==> config.mk <==
export PLATFORM = sky130hd
export DESIGN_NAME = vu_pwm_capture_flat
export DESIGN_NICKNAME = d
export VERILOG_FILES = /design/src/rtl/vu_pwm_capture_if.sv /design/src/rtl/vu_pwm_capture.sv /design/src/flat_wrapper.sv
export SDC_FILE = /design/constraint.sdc
export NUM_CORES = 1
export LEC_CHECK = 0
export BUFFER_PORTS_ARGS = -buffer_cell sky130_fd_sc_hd__buf_2
export CAP_MARGIN = 20
export CORE_MARGIN = 8
export CORE_UTILIZATION = 35
export CTS_BUF_LIST = sky130_fd_sc_hd__clkbuf_8 sky130_fd_sc_hd__clkbuf_16
export CTS_CLUSTER_SIZE = 28
export DETAILED_ROUTE_END_ITERATION = 10
export PLACE_DENSITY_LB_ADDON = 0.2
export SETUP_SLACK_MARGIN = 0.15
export SYNTH_ARGS = -nofsm -noshare
export SYNTH_HDL_FRONTEND = slang
export SYNTH_SLANG_ARGS = --single-unit
export TNS_END_PERCENT = 30
==> constraint.sdc <==
create_clock -name clk -period 3.9 [get_ports clk]
set_input_delay 0.195 -clock clk [delete_from_list [all_inputs] [get_ports clk]]
set_output_delay 0.195 -clock clk [all_outputs]
set_load 0.05 [all_outputs]
==> src/rtl/vu_pwm_capture_if.sv <==
// vu_pwm_capture_if: signal bundle between the VU PWM capture block and its user.
// Ports: enable, pwm_in (user -> capture); level, level_valid, peak, stuck_high (capture -> user).
// Modports: master = user side, slave = capture block.
interface vu_pwm_capture_if #(
    parameter int LEVEL_W = 7
);
    logic               enable;
    logic               pwm_in;
    logic [LEVEL_W-1:0] level;
    logic               level_valid;
    logic [LEVEL_W-1:0] peak;
    logic               stuck_high;

    modport master (output enable, pwm_in, input level, level_valid, peak, stuck_high);
    modport slave  (input enable, pwm_in, output level, level_valid, peak, stuck_high);
endinterface

==> src/rtl/vu_pwm_capture.sv <==
// vu_pwm_capture: measures VU PWM high time per frame and keeps a decaying peak-hold.
// Ports: clk, reset (sync, active-high); bus.slave carries enable, pwm_in (async),
// level, level_valid (1-clk strobe), peak, stuck_high.
module vu_pwm_capture #(
    parameter int TICK_DIV     = 64,
    parameter int LEVEL_W      = 7,
    parameter int DECAY_FRAMES = 32
) (
    input  logic          clk,
    input  logic          reset,
    vu_pwm_capture_if.slave bus
);
    localparam int TW = TICK_DIV > 1 ? $clog2(TICK_DIV) : 1;
    localparam int DW = DECAY_FRAMES > 1 ? $clog2(DECAY_FRAMES) : 1;
    localparam logic [TW-1:0]      TMAX = TW'(TICK_DIV - 1);
    localparam logic [DW-1:0]      DMAX = DW'(DECAY_FRAMES - 1);
    localparam logic [LEVEL_W-1:0] FMAX = '1;
    localparam logic [LEVEL_W-1:0] ONE  = LEVEL_W'(1);

    typedef enum logic [1:0] {IDLE, LOW, HIGH} state_t;

    state_t             state;
    logic               pwm_m, pwm_s;
    logic [TW-1:0]      tick_cnt;
    logic [DW-1:0]      decay_cnt;
    logic [LEVEL_W-1:0] high_cnt, low_cnt, level, peak;
    logic               level_valid, stuck_high;
    logic               tick;

    assign tick            = tick_cnt == TMAX;
    assign bus.level       = level;
    assign bus.level_valid = level_valid;
    assign bus.peak        = peak;
    assign bus.stuck_high  = stuck_high;

    // free-running synchronizer, deliberately outside reset/enable
    always_ff @(posedge clk) begin
        pwm_m <= bus.pwm_in;
        pwm_s <= pwm_m;
    end

    always_ff @(posedge clk) begin
        if (reset || !bus.enable) begin
            state       <= IDLE;
            tick_cnt    <= '0;
            high_cnt    <= '0;
            low_cnt     <= '0;
            decay_cnt   <= '0;
            level       <= '0;
            level_valid <= 1'b0;
            peak        <= '0;
            stuck_high  <= 1'b0;
        end else begin
            tick_cnt    <= tick ? '0 : tick_cnt + 1'b1;
            level_valid <= 1'b0;
            // peak tracks the level registered alongside the previous strobe
            if (level_valid) begin
                if (level >= peak) begin
                    peak      <= level;
                    decay_cnt <= '0;
                end else if (decay_cnt == DMAX) begin
                    if (peak != '0) peak <= peak - 1'b1;
                    decay_cnt <= '0;
                end else begin
                    decay_cnt <= decay_cnt + 1'b1;
                end
            end
            if (tick) begin
                case (state)
                    IDLE: begin
                        // wait for a low sample so a pulse is never measured mid-way
                        if (!pwm_s) begin
                            state   <= LOW;
                            low_cnt <= ONE;
                        end
                    end
                    LOW: begin
                        if (pwm_s) begin
                            state    <= HIGH;
                            high_cnt <= ONE;
                            low_cnt  <= '0;
                        end else if (low_cnt == FMAX) begin
                            level       <= '0;
                            level_valid <= 1'b1;
                            low_cnt     <= '0;
                        end else begin
                            low_cnt <= low_cnt + 1'b1;
                        end
                    end
                    HIGH: begin
                        if (!pwm_s) begin
                            level       <= high_cnt;
                            level_valid <= 1'b1;
                            stuck_high  <= 1'b0;
                            state       <= LOW;
                            low_cnt     <= ONE;
                        end else if (high_cnt == FMAX) begin
                            level       <= FMAX;
                            level_valid <= 1'b1;
                            stuck_high  <= 1'b1;
                            high_cnt    <= '0;
                        end else begin
                            high_cnt <= high_cnt + 1'b1;
                        end
                    end
                    default: state <= IDLE;
                endcase
            end
        end
    end
endmodule

==> src/flat_wrapper.sv <==
// flat-port wrapper written by rule: the top's interface ports become plain ports
module vu_pwm_capture_flat 
#(
    parameter int TICK_DIV     = 64,
    parameter int LEVEL_W      = 7,
    parameter int DECAY_FRAMES = 32
)
  (clk, reset, bus_enable, bus_pwm_in, bus_level, bus_level_valid, bus_peak, bus_stuck_high);
  vu_pwm_capture_if #(.LEVEL_W(LEVEL_W)) bus_i ();
  input  logic clk;
  input  logic reset;
  input wire logic [$bits(bus_i.enable)-1:0] bus_enable;
  input wire logic [$bits(bus_i.pwm_in)-1:0] bus_pwm_in;
  output wire logic [$bits(bus_i.level)-1:0] bus_level;
  output wire logic [$bits(bus_i.level_valid)-1:0] bus_level_valid;
  output wire logic [$bits(bus_i.peak)-1:0] bus_peak;
  output wire logic [$bits(bus_i.stuck_high)-1:0] bus_stuck_high;
  assign bus_i.enable = bus_enable;
  assign bus_i.pwm_in = bus_pwm_in;
  assign bus_level = bus_i.level;
  assign bus_level_valid = bus_i.level_valid;
  assign bus_peak = bus_i.peak;
  assign bus_stuck_high = bus_i.stuck_high;
  vu_pwm_capture #(.TICK_DIV(TICK_DIV), .LEVEL_W(LEVEL_W), .DECAY_FRAMES(DECAY_FRAMES)) u_core (.clk(clk), .reset(reset), .bus(bus_i));
endmodule
# After elaboration in Yosys (flattened, before gate mapping)
# Cells that the tools add are included.
op_classes:
  add_sub_neg: 5
  order_cmp: 1
  eq_ne: 13
  n_mux: 28
  n_bitwise: 1
  n_reduce_logical: 17
ops:
  columns: ["op", "n"]
  rows:
  - ["7-bit 2-to-1 mux", 13]
  - ["7-bit one-hot mux with 2 select lines", 3]
  - ["7-bit by 1-bit adder with 7-bit output (second input constant)", 2]
  - ["7-bit equality test (second input constant)", 2]
  - ["3-bit AND reduction", 4]
  - ["5-bit 2-to-1 mux", 2]
  - ["2-bit nonzero test", 4]
  - ["7-bit >= comparator", 1]
  - ["7-bit nonzero test", 1]
  - ["7-bit by 1-bit subtractor with 7-bit output (second input constant)", 1]
  - ["6-bit by 1-bit adder with 6-bit output (second input constant)", 1]
  - ["6-bit equality test (second input constant)", 1]
  - ["1-bit 2-to-1 mux", 6]
  - ["2-bit by 1-bit inequality test with 1-bit output (second input constant)", 3]
  - ["2-bit inequality test (second input constant)", 3]
  - ["2-bit OR reduction", 3]
  - ["5-bit by 1-bit adder with 5-bit output (second input constant)", 1]
  - ["5-bit equality test (second input constant)", 1]
  - ["5-bit AND reduction", 1]
  - ["2-bit 2-to-1 mux", 2]
  - ["2-bit one-hot mux with 2 select lines", 1]
  - ["4-bit AND reduction", 1]
  - ["3-bit inequality test (second input constant)", 1]
  - ["2-bit by 1-bit equality test with 1-bit output (second input constant)", 1]
  - ["other kinds (6)", 6]
word_totals:
  reg_bits: 45
  in_bits: 4
  output_inout_bits: 16
  elab_cells: 76

# Depth between registers and ports, before layout
# Gate-level depths: netlist of run 1.
logic_depth:
  depth_word: 4
  ltp_mapped: 8
  mapped_depth_nobuf: 7

# Least setup slack after synthesis of run 1
# OpenSTA, ideal clock, no wires.
synth_path:
  path_kind: "reg2reg"
  start: "reg u_core.peak[0] (netlist: u_core.bus.peak[0])"
  end: "reg u_core.peak[1] (netlist: u_core.bus.peak[1])"
  setup_ns: 0.117
  t_arrival_ns: 2.418
  t_required_ns: 3.783
  slack_ns: 1.365
  stages_incl_launch_ff: 7
  path_buffers: 0
  synth_period_minus_slack_ns: 2.535
  path_cell_list: "dfxtp_1 -> ha_1 -> nand2b_1 -> a2111oi_1 -> o21a_1 -> mux2_2 -> a32o_1"
synth_via:
  elab_chain_cells: 4
  word_cells_on_any_way: 9
  classes_between: "1 x add/sub; 1 x order compare; 3 x mux; 4 x reduce/logical"
synth_lines:
  columns: ["element", "line", "source"]
  rows:
  - ["start, declared", "vu_pwm_capture.sv:26", "logic [LEVEL_W-1:0] high_cnt, low_cnt, level, peak;"]
  - ["start signal, assigned", "vu_pwm_capture.sv:59", "peak <= level;"]
  - ["start signal, assigned", "vu_pwm_capture.sv:62", "if (peak != '0) peak <= peak - 1'b1;"]
  - ["7-bit by 1-bit subtractor with 7-bit output", "vu_pwm_capture.sv:62", null]
  - ["7-bit 2-to-1 mux", "vu_pwm_capture.sv:62", null]
  - ["7-bit 2-to-1 mux", "vu_pwm_capture.sv:61", "end else if (decay_cnt == DMAX) begin"]
  - ["7-bit 2-to-1 mux", "vu_pwm_capture.sv:58", "if (level >= peak) begin"]
# Several ways; a longest one is shown, not always the timed one. The select of a mux whose other input is x is not followed.
# A chain may end at the register's enable or synchronous reset.

# Worst setup path after layout of run 1
layout_path:
  start: "reg u_core.peak[0] (netlist: u_core.bus.peak[0])"
  end: "reg u_core.peak[5] (netlist: u_core.bus.peak[5])"
# The elaborated chain is that of the path after synthesis.

==> results.toml, run 1 <==
[critical_path]
cp.buffers_inverters = 0
crit_chain = "ha_1 > nand2b_1 > a2111oi_1 > o21ai_1 > a2111oi_0 > a311o_1"
reg2reg_depth = 6
reg2reg_to = "u_core.bus.peak[5]"
critPathKind = "flop to flop"
cp.required_ns = 4.14
slowest_stage = "a2111oi_1"
rrSetupSlack_ns = 1.39
rr_startpoint = "u_core.bus.peak[0]"
cp-start-kind = "flop"
cpPeakStageDelay_ns = 0.50
cp.depth = 6
cp-end-kind = "flop"
cp_max_fo = 13
worstPathArrival_ns = 2.75
path_delay_family = "compound AO/OA/AOI/OAI gates"

[clocking]
clk_latency_ns = 0.30
htree_levels = 2
cts_sinks = 45
cts_tree = "built"
cts-root-buf = "clkbuf_8"
clkTransAtPathRegs_ns = 0.08
numCtsBuffers = 5
cts_buffer_depth = 2

[drt]
wire_per_inst_microns = 14.7
drtAntennaViolNets = 0
vias = 2166
wl_microns = 5680
drt_iter0_markers = 74
vias_per_cell = 5.60
dr.pass1.iters = 4
drc = 0

[floorplanning]
start_util_pct = 35.8
die_height_microns = 99.2
io_pins = 20
core_sq_mm = 0.00676
die_w_microns = 99.2
rows = 30
dieArea_sq_mm = 0.00983

[sta]
final_max_slew_viol_count = 0
rsz0062_at_grt = "no"
layout_setup_ws_ns = 1.39
max_freq_mhz = 399
tns_ns = 0
period_minus_slack_ns = 2.51
max_slew_margin_pct = 42.3
finalCritPeriodShare_pct = 64.2
clock_skew_ns = 0.00935
worstMarginPinSlew_ns = 0.862
setup-violations-final = 0
report.final.hold_viol_count = 0

[logic_synthesis]
ys.flop_type = "dfxtp_1"
synth_cell_type_count = 48
ys_ff_latch = 45
ys_seq_area_share_pct = 37.2
yosys_warnings = 0
netlist_instances = 290
synth-edff-count = 0
syn-num-nets = 311
syn_area_sq_mm = 0.00242
ys_async_sr_fraction_pct = 0
avgSynthCellArea_sq_um = 8.34

[grt]
overflow = 0
grt_start_max_net_pins = 29
first_global_vias = 2043
track_usage_pct = 11.9
antenna_found_initial = 0
grt_pass1_wl_microns = 9780

[power]
power_mw = 0.764
p_leak_nw = 0.957
peakVddDrop_mv = 0.152
cellPowerDensity_mw_per_mm2 = 286

[layout]
stdcell_count = 387
nFillCells = 723
syn2layout_area_growth_pct = 10.4
nets = 327
final_util_pct = 39.6
drive_above_1_share_pct = 10.7
antenna_cells = 0

[worst_hold_path]
hold_start = "u_core.pwm_m"
hold_path_class = "flop to flop"
worstHoldPathCells = 0
min_to = "u_core.pwm_s"

[place]
place_ws_ns = 1.41
placed_cells = 378
port_buffers = 19
dp_hpwl_microns = 4100
gp_congestion = 0.799

[run_status]
status = "completed"

[run]
maxCapViolCount = 0
-- cells in the mapped netlist (2+ instances only) --
master / instances / area share [%]
o2111ai_1: 8 / 2.9
a211o_1: 2 / 0.72
a311oi_1: 2 / 0.72
and4_1: 2 / 0.72
dfxtp_1: 45 / 37
nand4_1: 9 / 2.3
or4_1: 5 / 1.6
a21o_1: 3 / 0.93
buf_2: 2 / 0.41
a32o_1: 2 / 0.83
nand2_1: 23 / 3.6
inv_1: 14 / 2.2
nand3_1: 9 / 1.9
clkbuf_1: 11 / 1.7
a2bb2oi_1: 3 / 1.1
a21oi_1: 22 / 4.6
o21a_1: 2 / 0.62
ha_1: 17 / 8.8
a31oi_1: 7 / 1.8
xnor2_1: 4 / 1.4
and3_1: 8 / 2.1
o21ai_0: 19 / 3.9
xor2_1: 8 / 2.9
mux2i_1: 2 / 0.83
o211ai_1: 2 / 0.62
nor2_1: 30 / 4.7
nor4_1: 4 / 1.0
nand2b_1: 4 / 1.0
o22ai_1: 2 / 0.52
-- how the worst max path moves through the flow --
stage	start	end	slack, ns
after floorplan	u_core.bus.peak[0]	u_core.bus.peak[1]	1.36
after detailed placement	u_core.bus.peak[0]	u_core.bus.peak[5]	1.41
final	u_core.bus.peak[0]	u_core.bus.peak[5]	1.39
after CTS	u_core.bus.peak[0]	u_core.bus.peak[5]	1.37
after global placement	u_core.bus.peak[0]	u_core.decay_cnt[0]	1.54
after global routing	u_core.bus.peak[0]	u_core.bus.peak[5]	1.09
-- sequential cells by signal, indices dropped and copies added (netlist names) --
signal                  cells
u_core.decay_cnt            5
u_core.tick_cnt             6
u_core.state                2
u_core.high_cnt             7
u_core.bus.level_valid      1
u_core.bus.peak             7
u_core.bus.stuck_high       1
u_core.bus.level            7
u_core.pwm_m                1
u_core.pwm_s                1
u_core.low_cnt              7
-- repair_timing --
action | in CTS | in global routing
gates resized for setup | 0 | 0
hold buffers | 1 | 0
hold endpoints to repair | 1 | 0
buffers inserted | 0 | 0
-- cell usage in the layout (no fill, tap or decap), drive strengths merged, types with 3 or more instances in the layout --
cell | synthesis | routed
a21o | 3 | 3
a21oi | 22 | 22
a2bb2oi | 3 | 3
a31oi | 7 | 7
and3 | 8 | 8
buf | 2 | 21
clkbuf | 11 | 5
dfxtp | 45 | 45
ha | 17 | 17
inv | 15 | 17
nand2 | 23 | 23
nand2b | 4 | 4
nand3 | 9 | 9
nand4 | 9 | 9
nor2 | 30 | 30
nor4 | 5 | 5
o2111ai | 8 | 8
o21ai | 21 | 21
o22ai | 3 | 3
or4 | 5 | 5
xnor2 | 4 | 4
xor2 | 8 | 8
-- metal layers --
| layer | track usage (%) | wire (microns) | vias up |
|---|---|---|---|
| met5 | 0 | 0 | - |
| met4 | 2.79 | 55 | 0 |
| met2 | 19.0 | 2490 | 36 |
| met1 | 15.8 | 2870 | 1027 |
| li1 | - | - | 1097 |
| met3 | 2.72 | 260 | 6 |
-- per-stage QoR --
step / hold WS (ns) / cell area, sq um
after global placement: 0.303 / 2580
final: 0.330 / 2670
after CTS: 0.336 / 2670
after global routing: 0.345 / 2670
after floorplan: 0.223 / 2420
after detailed placement: 0.307 / 2580
-- logic make-up (layout without fill, tap and decap cells) --
| kind of cell | Yosys count | after routing | share of synthesized area, % |
|---|---|---|---|
| buffers and inverters | 29 | 46 | 4.60 |
| muxes | 3 | 3 | 1.29 |
| and+or+nand+nor | 99 | 99 | 20.5 |
| AOI/OAI and AO/OA | 85 | 85 | 23.2 |
| adders and majority gates | 17 | 17 | 8.79 |
| xor gates and xnor gates | 12 | 12 | 4.34 |
| DFF | 45 | 45 | 37.2 |
-- power breakdown --
| part | internal, mW | switching (mW) | total [mW] | leakage, nW |
|---|---|---|---|---|
| Clock | 0.122 | 0.160 | 0.282 | 0.0467 |
| Combinational | 0.00583 | 0.0120 | 0.0178 | 0.547 |
| Sequential | 0.461 | 0.00303 | 0.464 | 0.363 |
| Total | 0.589 | 0.175 | 0.764 | 0.957 |
-- layout make-up --
| type | count | area [sq um] | share of cell area, % |
|---|---|---|---|
| clock inverters | 3 | 15.0 | 0.562 |
| well taps | 80 | 100 | 3.75 |
| inverters | 16 | 60.1 | 2.25 |
| repair buffers | 22 | 120 | 4.49 |
| clock buffers | 5 | 68.8 | 2.57 |
| multi-input cells | 216 | 1410 | 52.7 |
| flip-flops and latches | 45 | 901 | 33.7 |
Note: power is estimated with default switching activity, not from simulation.
==> run 2: changes to the inputs <==
--- a/config.mk
+++ b/config.mk
@@ -5,6 +5,7 @@
 export SDC_FILE = /design/constraint.sdc
 export NUM_CORES = 1
 export LEC_CHECK = 0
+export ABC_AREA = 1
 export BUFFER_PORTS_ARGS = -buffer_cell sky130_fd_sc_hd__buf_2
 export CAP_MARGIN = 20
 export CORE_MARGIN = 8
==> constraint.sdc (replaced) <==
create_clock -name clk -period 2.5 [get_ports clk]
set_input_delay 0.125 -clock clk [delete_from_list [all_inputs] [get_ports clk]]
set_output_delay 0.125 -clock clk [all_outputs]
set_load 0.05 [all_outputs]
==> run 2 against run 1 <==
Net effect:
- final cell count grew 28%
- largest cell class unchanged
- synthesized cell count grew 29%
- via count grew 3.0%
- critical path type unchanged
- routed wire length shrank 5.8%
- sequential power grew 56%
- design area grew 5.6%
- synthesized area grew 3.3%
==> results.toml, run 2 <==
[drt]
drc = 0
dr.pass1.iters = 5
vias = 2231
drt_iter0_markers = 119
met1_length_microns = 2820
vias_per_cell = 4.49
wire_per_inst_microns = 10.8
route.met3.wl_microns = 211
wl_met2_microns = 2270
drtAntennaViolNets = 0
routed.top_layer = "met4"
wl_microns = 5340

[grt]
overflow = 0
first_global_vias = 2113
antenna_found_initial = 0
grt_start_max_net_pins = 18
grt_pass1_wl_microns = 9290
track_usage_pct = 11.2

[critical_path]
crit_chain = "inv_1 > ha_1 > nand2_1 > nor2_1 > nor2_1 > nor2_1 > nor2_1 > nand2_1 > nand2_1 > nand2_1 > nand2_1 > nor2_1"
worstSetupStartpoint = "u_core.bus.peak[2]"
cp.required_ns = 2.70
cp-start-kind = "flop"
slowest_stage = "dfxtp_1"
worstPathArrival_ns = 2.18
rr_startpoint = "u_core.bus.peak[2]"
cp_max_fo = 14
critPathKind = "flop to flop"
cp-end-kind = "flop"
cpPeakStageDelay_ns = 0.41

[sta]
layout_setup_ws_ns = 0.518
period_minus_slack_ns = 1.98
clock_skew_ns = 0.0113
setup-violations-final = 0
report.final.hold_viol_count = 0
rsz0062_at_grt = "no"
max_slew_margin_pct = 61.5
tns_ns = 0
final_max_slew_viol_count = 0
worstMarginPinSlew_ns = 0.576
max_freq_mhz = 505
finalCritPeriodShare_pct = 79.3

[run]
maxCapViolCount = 0

[logic_synthesis]
ys_ff_latch = 45
yosys-top-cells-count = "nand2_1 (97), nor2_1 (70), dfxtp_1 (45)"
netlist_instances = 375
ys.flop_type = "dfxtp_1"
yosys.area.top_type = "dfxtp_1"
synth-edff-count = 0
synthTopCellsByArea = "dfxtp_1 (36%), nand2_1 (15%), nor2_1 (11%)"
ys_async_sr_fraction_pct = 0
ys_seq_area_share_pct = 36.1
avgSynthCellArea_sq_um = 6.66
synth_cell_type_count = 31
netlist.area_leader.share_pct = 36.1
yosys_warnings = 0
syn-num-nets = 396
syn_area_sq_mm = 0.00250
synth.most_common_cell = "nand2_1"

[floorplanning]
die_height_microns = 100
io_pins = 20
die_w_microns = 100
rows = 31
core_sq_mm = 0.00710
start_util_pct = 35.2
dieArea_sq_mm = 0.0101

[place]
gp_congestion = 0.779
dp_hpwl_microns = 3970
place_ws_ns = 0.553
postPlaceCellArea_sq_mm = 0.00269
port_buffers = 19

[clocking]
cts_buffer_depth = 2
clk_latency_ns = 0.30
numCtsBuffers = 5
cts_tree = "built"
clkTransAtPathRegs_ns = 0.09
holdBufCountCts = 1
cts-root-buf = "clkbuf_8"
cts_sinks = 45
htree_levels = 2
ctsResizeCount = 0
cts_setup_buffers = 0

[layout]
final_cell_mix = "nand2_1 (97), nor2_1 (69), dfxtp_1 (45)"
syn2layout_area_growth_pct = 13.0
drive_above_1_share_pct = 9.80
nets = 418
design_area_sq_mm = 0.00282
final_common_cell = "nand2_1"
final_util_pct = 39.8
antenna_cells = 0

[power]
peakVddDrop_mv = 0.282
power_mw = 1.34
cellPowerDensity_mw_per_mm2 = 474
p_leak_nw = 1.36

[run_status]
status = "completed"

[worst_hold_path]
hold_path_class = "input pin to flop"
hold_start = "reset"
## run 2: cell type report
cell class                      instances  area, sq um
Clock buffer                            6         82.6
Clock inverter                          2         37.5
Fill cell                             766         4280
Inverter                               48          181
Multi-Input combinational cell        275         1380
Sequential cell                        45          901
Tap cell                               99          124
Timing Repair Buffer                   22          120
## run 2: logic make-up (layout without fill, tap and decap cells)
kind of cell | Yosys count | in the layout | share of synthesized area [%]
compound gates | 45 | 45 | 9.76
xor+xnor | 8 | 8 | 2.80
flops | 45 | 45 | 36.1
fa+ha+maj | 17 | 17 | 8.51
simple gates | 205 | 205 | 33.9
buf+inv | 55 | 78 | 8.96
## run 2: critical path, delay by kind of cell (launching register included)
kind	cells	cell delay [ns]
AND/OR/NAND/NOR	10	1.02
adder cells (fa/ha/maj)	1	0.32
buffers and inverters	1	0.12
flip-flops	1	0.41
## run 2: power breakdown
part / switching, mW / internal [mW] / total (mW)
sequential: 0.00471 / 0.719 / 0.724
clock: 0.263 / 0.325 / 0.589
combinational: 0.0175 / 0.00749 / 0.0250
total: 0.286 / 1.05 / 1.34
## run 2: metal layers
metal	track usage, %	up-vias
met3	2.83	4
met1	14.7	967
met2	17.5	32
li1	-	1228
met5	0	-
met4	3.49	0
## run 2: worst paths after layout
path / endpoint / slack, ns / cells after the start
max: u_core.bus.peak[6] / 0.52 / 12
min reg2reg: u_core.pwm_s / 0.33 / 0
max reg2reg: u_core.bus.peak[6] / 0.52 / 12
min: u_core.tick_cnt[4] / 0.17 / 4
## run 2: metrics by stage
step / hold WS [ns] / std cells
2_1_floorplan: 0.153 / 375
3_3_place_gp: 0.228 / 488
6_report: 0.167 / 497
4_1_cts: 0.163 / 497
5_1_grt: 0.178 / 497
3_5_place_dp: 0.230 / 488
==> run 3: changes to the inputs <==
--- a/config.mk
+++ b/config.mk
@@ -5,7 +5,7 @@
 export SDC_FILE = /design/constraint.sdc
 export NUM_CORES = 1
 export LEC_CHECK = 0
-export ABC_AREA = 1
+export ABC_AREA = 0
 export BUFFER_PORTS_ARGS = -buffer_cell sky130_fd_sc_hd__buf_2
 export CAP_MARGIN = 20
 export CORE_MARGIN = 8
==> constraint.sdc (replaced) <==
create_clock -name clk -period 1.7 [get_ports clk]
set_input_delay 0.085 -clock clk [delete_from_list [all_inputs] [get_ports clk]]
set_output_delay 0.085 -clock clk [all_outputs]
set_load 0.05 [all_outputs]
==> run 3 against run 2 <==
Net effect:
- the run now ends with negative setup slack left
- via count rose by 12%
- sequential share of layout area fell by 5.8 points
- worst setup slack got worse by 0.71 ns
- largest power group unchanged
- power rose by 35%
- global-route usage rose by 3.6 points
- first-iteration DRC count fell by 14%
- final cell count fell by 8.0%
==> results.toml, run 3 (synthesis gave the netlist of run 1 again) <==
[run_status]
status = "complete, but fails checks"
violations = "negative setup slack"

[critical_path]
rr_startpoint = "u_core.bus.level[0]"
reg2reg_to = "u_core.bus.peak[1]"
cp-end-kind = "flop"
cp_max_fo = 4
rrSetupSlack_ns = -0.20
reg2reg_depth = 7
cp-start-kind = "flop"
critPathKind = "flop to flop"
cp.required_ns = 1.91
worstPathArrival_ns = 2.10

[place]
place_ws_ns = -0.246
dp_hpwl_microns = 4990
placed_cells = 443
gp_congestion = 0.778
port_buffers = 19

[layout]
drive_above_1_share_pct = 45.4
nets = 397
antenna_cells = 0
final_cell_mix = "buf_4 (64), dfxtp_1 (27), nor2_1 (26)"
final_common_cell = "buf_4"
stdcell_count = 457
syn2layout_area_growth_pct = 49.9

[floorplanning]
die_w_microns = 99.2
core_sq_mm = 0.00676
dieArea_sq_mm = 0.00983
start_util_pct = 35.8
io_pins = 20
die_height_microns = 99.2
rows = 30

[clocking]
numCtsBuffers = 5
clkTransAtPathRegs_ns = 0.09
cts-root-buf = "clkbuf_8"
clk_latency_ns = 0.31
cts_buffer_depth = 2
cts_sinks = 45
htree_levels = 2
cts_tree = "built"

[run]
maxCapViolCount = 0

[sta]
max_freq_mhz = 527
max_slew_margin_pct = 74.1
worstMarginPinSlew_ns = 0.388
final_max_slew_viol_count = 0
clock_skew_ns = 0.0117
setup-violations-final = 13
period_minus_slack_ns = 1.90
report.final.hold_viol_count = 0
layout_setup_ws_ns = -0.196
finalCritPeriodShare_pct = 112
rsz0062_at_grt = "yes"
hold_ws_ns = 0.224

[drt]
vias_per_cell = 5.47
drc = 0
drt_iter0_markers = 102
vias = 2502
wl_microns = 6990
drtAntennaViolNets = 0
wire_per_inst_microns = 15.3
dr.pass1.iters = 4

[grt]
grt_start_max_net_pins = 22
grt_pass1_wl_microns = 11900
track_usage_pct = 14.8
antenna_found_initial = 0
first_global_vias = 2451
overflow = 0

[power]
peakVddDrop_mv = 0.318
cellPowerDensity_mw_per_mm2 = 497
power_mw = 1.80
p_leak_nw = 1.38

[worst_hold_path]
worstHoldPathCells = 5
min_to = "u_core.bus.peak[4]"
hold_path_class = "input pin to flop"
hold_start = "reset"
run 3: changes by cell type in the layout (fill, tap and decap cells not counted), sizes merged, moves of 8 or more:
cell     previous run  this run
nand2              98        23
buf                21        91
nor2               71        30
inv                46        15
nand3              19         9
nor3                9         0
o2111ai             0         8
run 3: worst max-delay path by stage:
stage                              startpoint             endpoint  slack, ns
final                     u_core.bus.level[0]   u_core.bus.peak[1]      -0.20
after global placement     u_core.bus.peak[5]   u_core.bus.peak[1]      -0.17
after detailed placement  u_core.bus.level[0]   u_core.bus.peak[5]      -0.25
after global routing      u_core.bus.level[0]  u_core.decay_cnt[0]      -0.27
after floorplan            u_core.bus.peak[0]   u_core.bus.peak[1]      -0.23
after CTS                 u_core.bus.level[0]   u_core.bus.peak[1]      -0.19
run 3: per-layer routing:
metal	track usage (%)	vias to the layer above	share of wire, %
met4	4.54	0	0.99
met2	25.2	65	48
met1	17.9	1189	46
met3	3.42	5	5.6
met5	0	-	0
li1	-	1243	-
run 3: cell type report:
class	count	area, sq um
clock buffers	6	82.6
clock inverters	2	8.76
fillers	645	3130
inverters	16	67.6
multi-input cells	216	1730
flip-flops and latches	45	948
well taps	80	100
repair buffers	92	688
run 3: metrics by stage:
stage	utilization, %	area [sq um]	setup TNS [ns]
final	53.7	3630	-1.08
after global routing	53.7	3630	-2.95
after floorplan	-	2540	-1.68
after CTS	52.6	3550	-1.02
after detailed placement	47.3	3190	-2.86
after global placement	47.3	3190	-1.88
run 3: where the power goes:
group / switching (mW) / internal, mW
Clock: 0.375 / 0.323
Combinational: 0.0386 / 0.0225
Sequential: 0.00331 / 1.04
Total: 0.417 / 1.39
run 3: worst max-delay path: stages, from the launching register on:
cell	delay, ns
dfxtp_4	0.35
inv_2	0.06
ha_4	0.18
nand2b_4	0.14
a2111oi_4	0.32
o21a_2	0.24
mux2_4	0.31
a32o_1	0.19
run 3: timing repair:
action / 4_1_cts / 5_1_grt
buffers inserted: 4 / 1
setup endpoints to repair: 34 / 35
pin swaps: 37 / 13
hold endpoints to repair: 1 / 0
gates cloned: 0 / 0
hold buffers: 1 / 0
resized for setup: 56 / 16
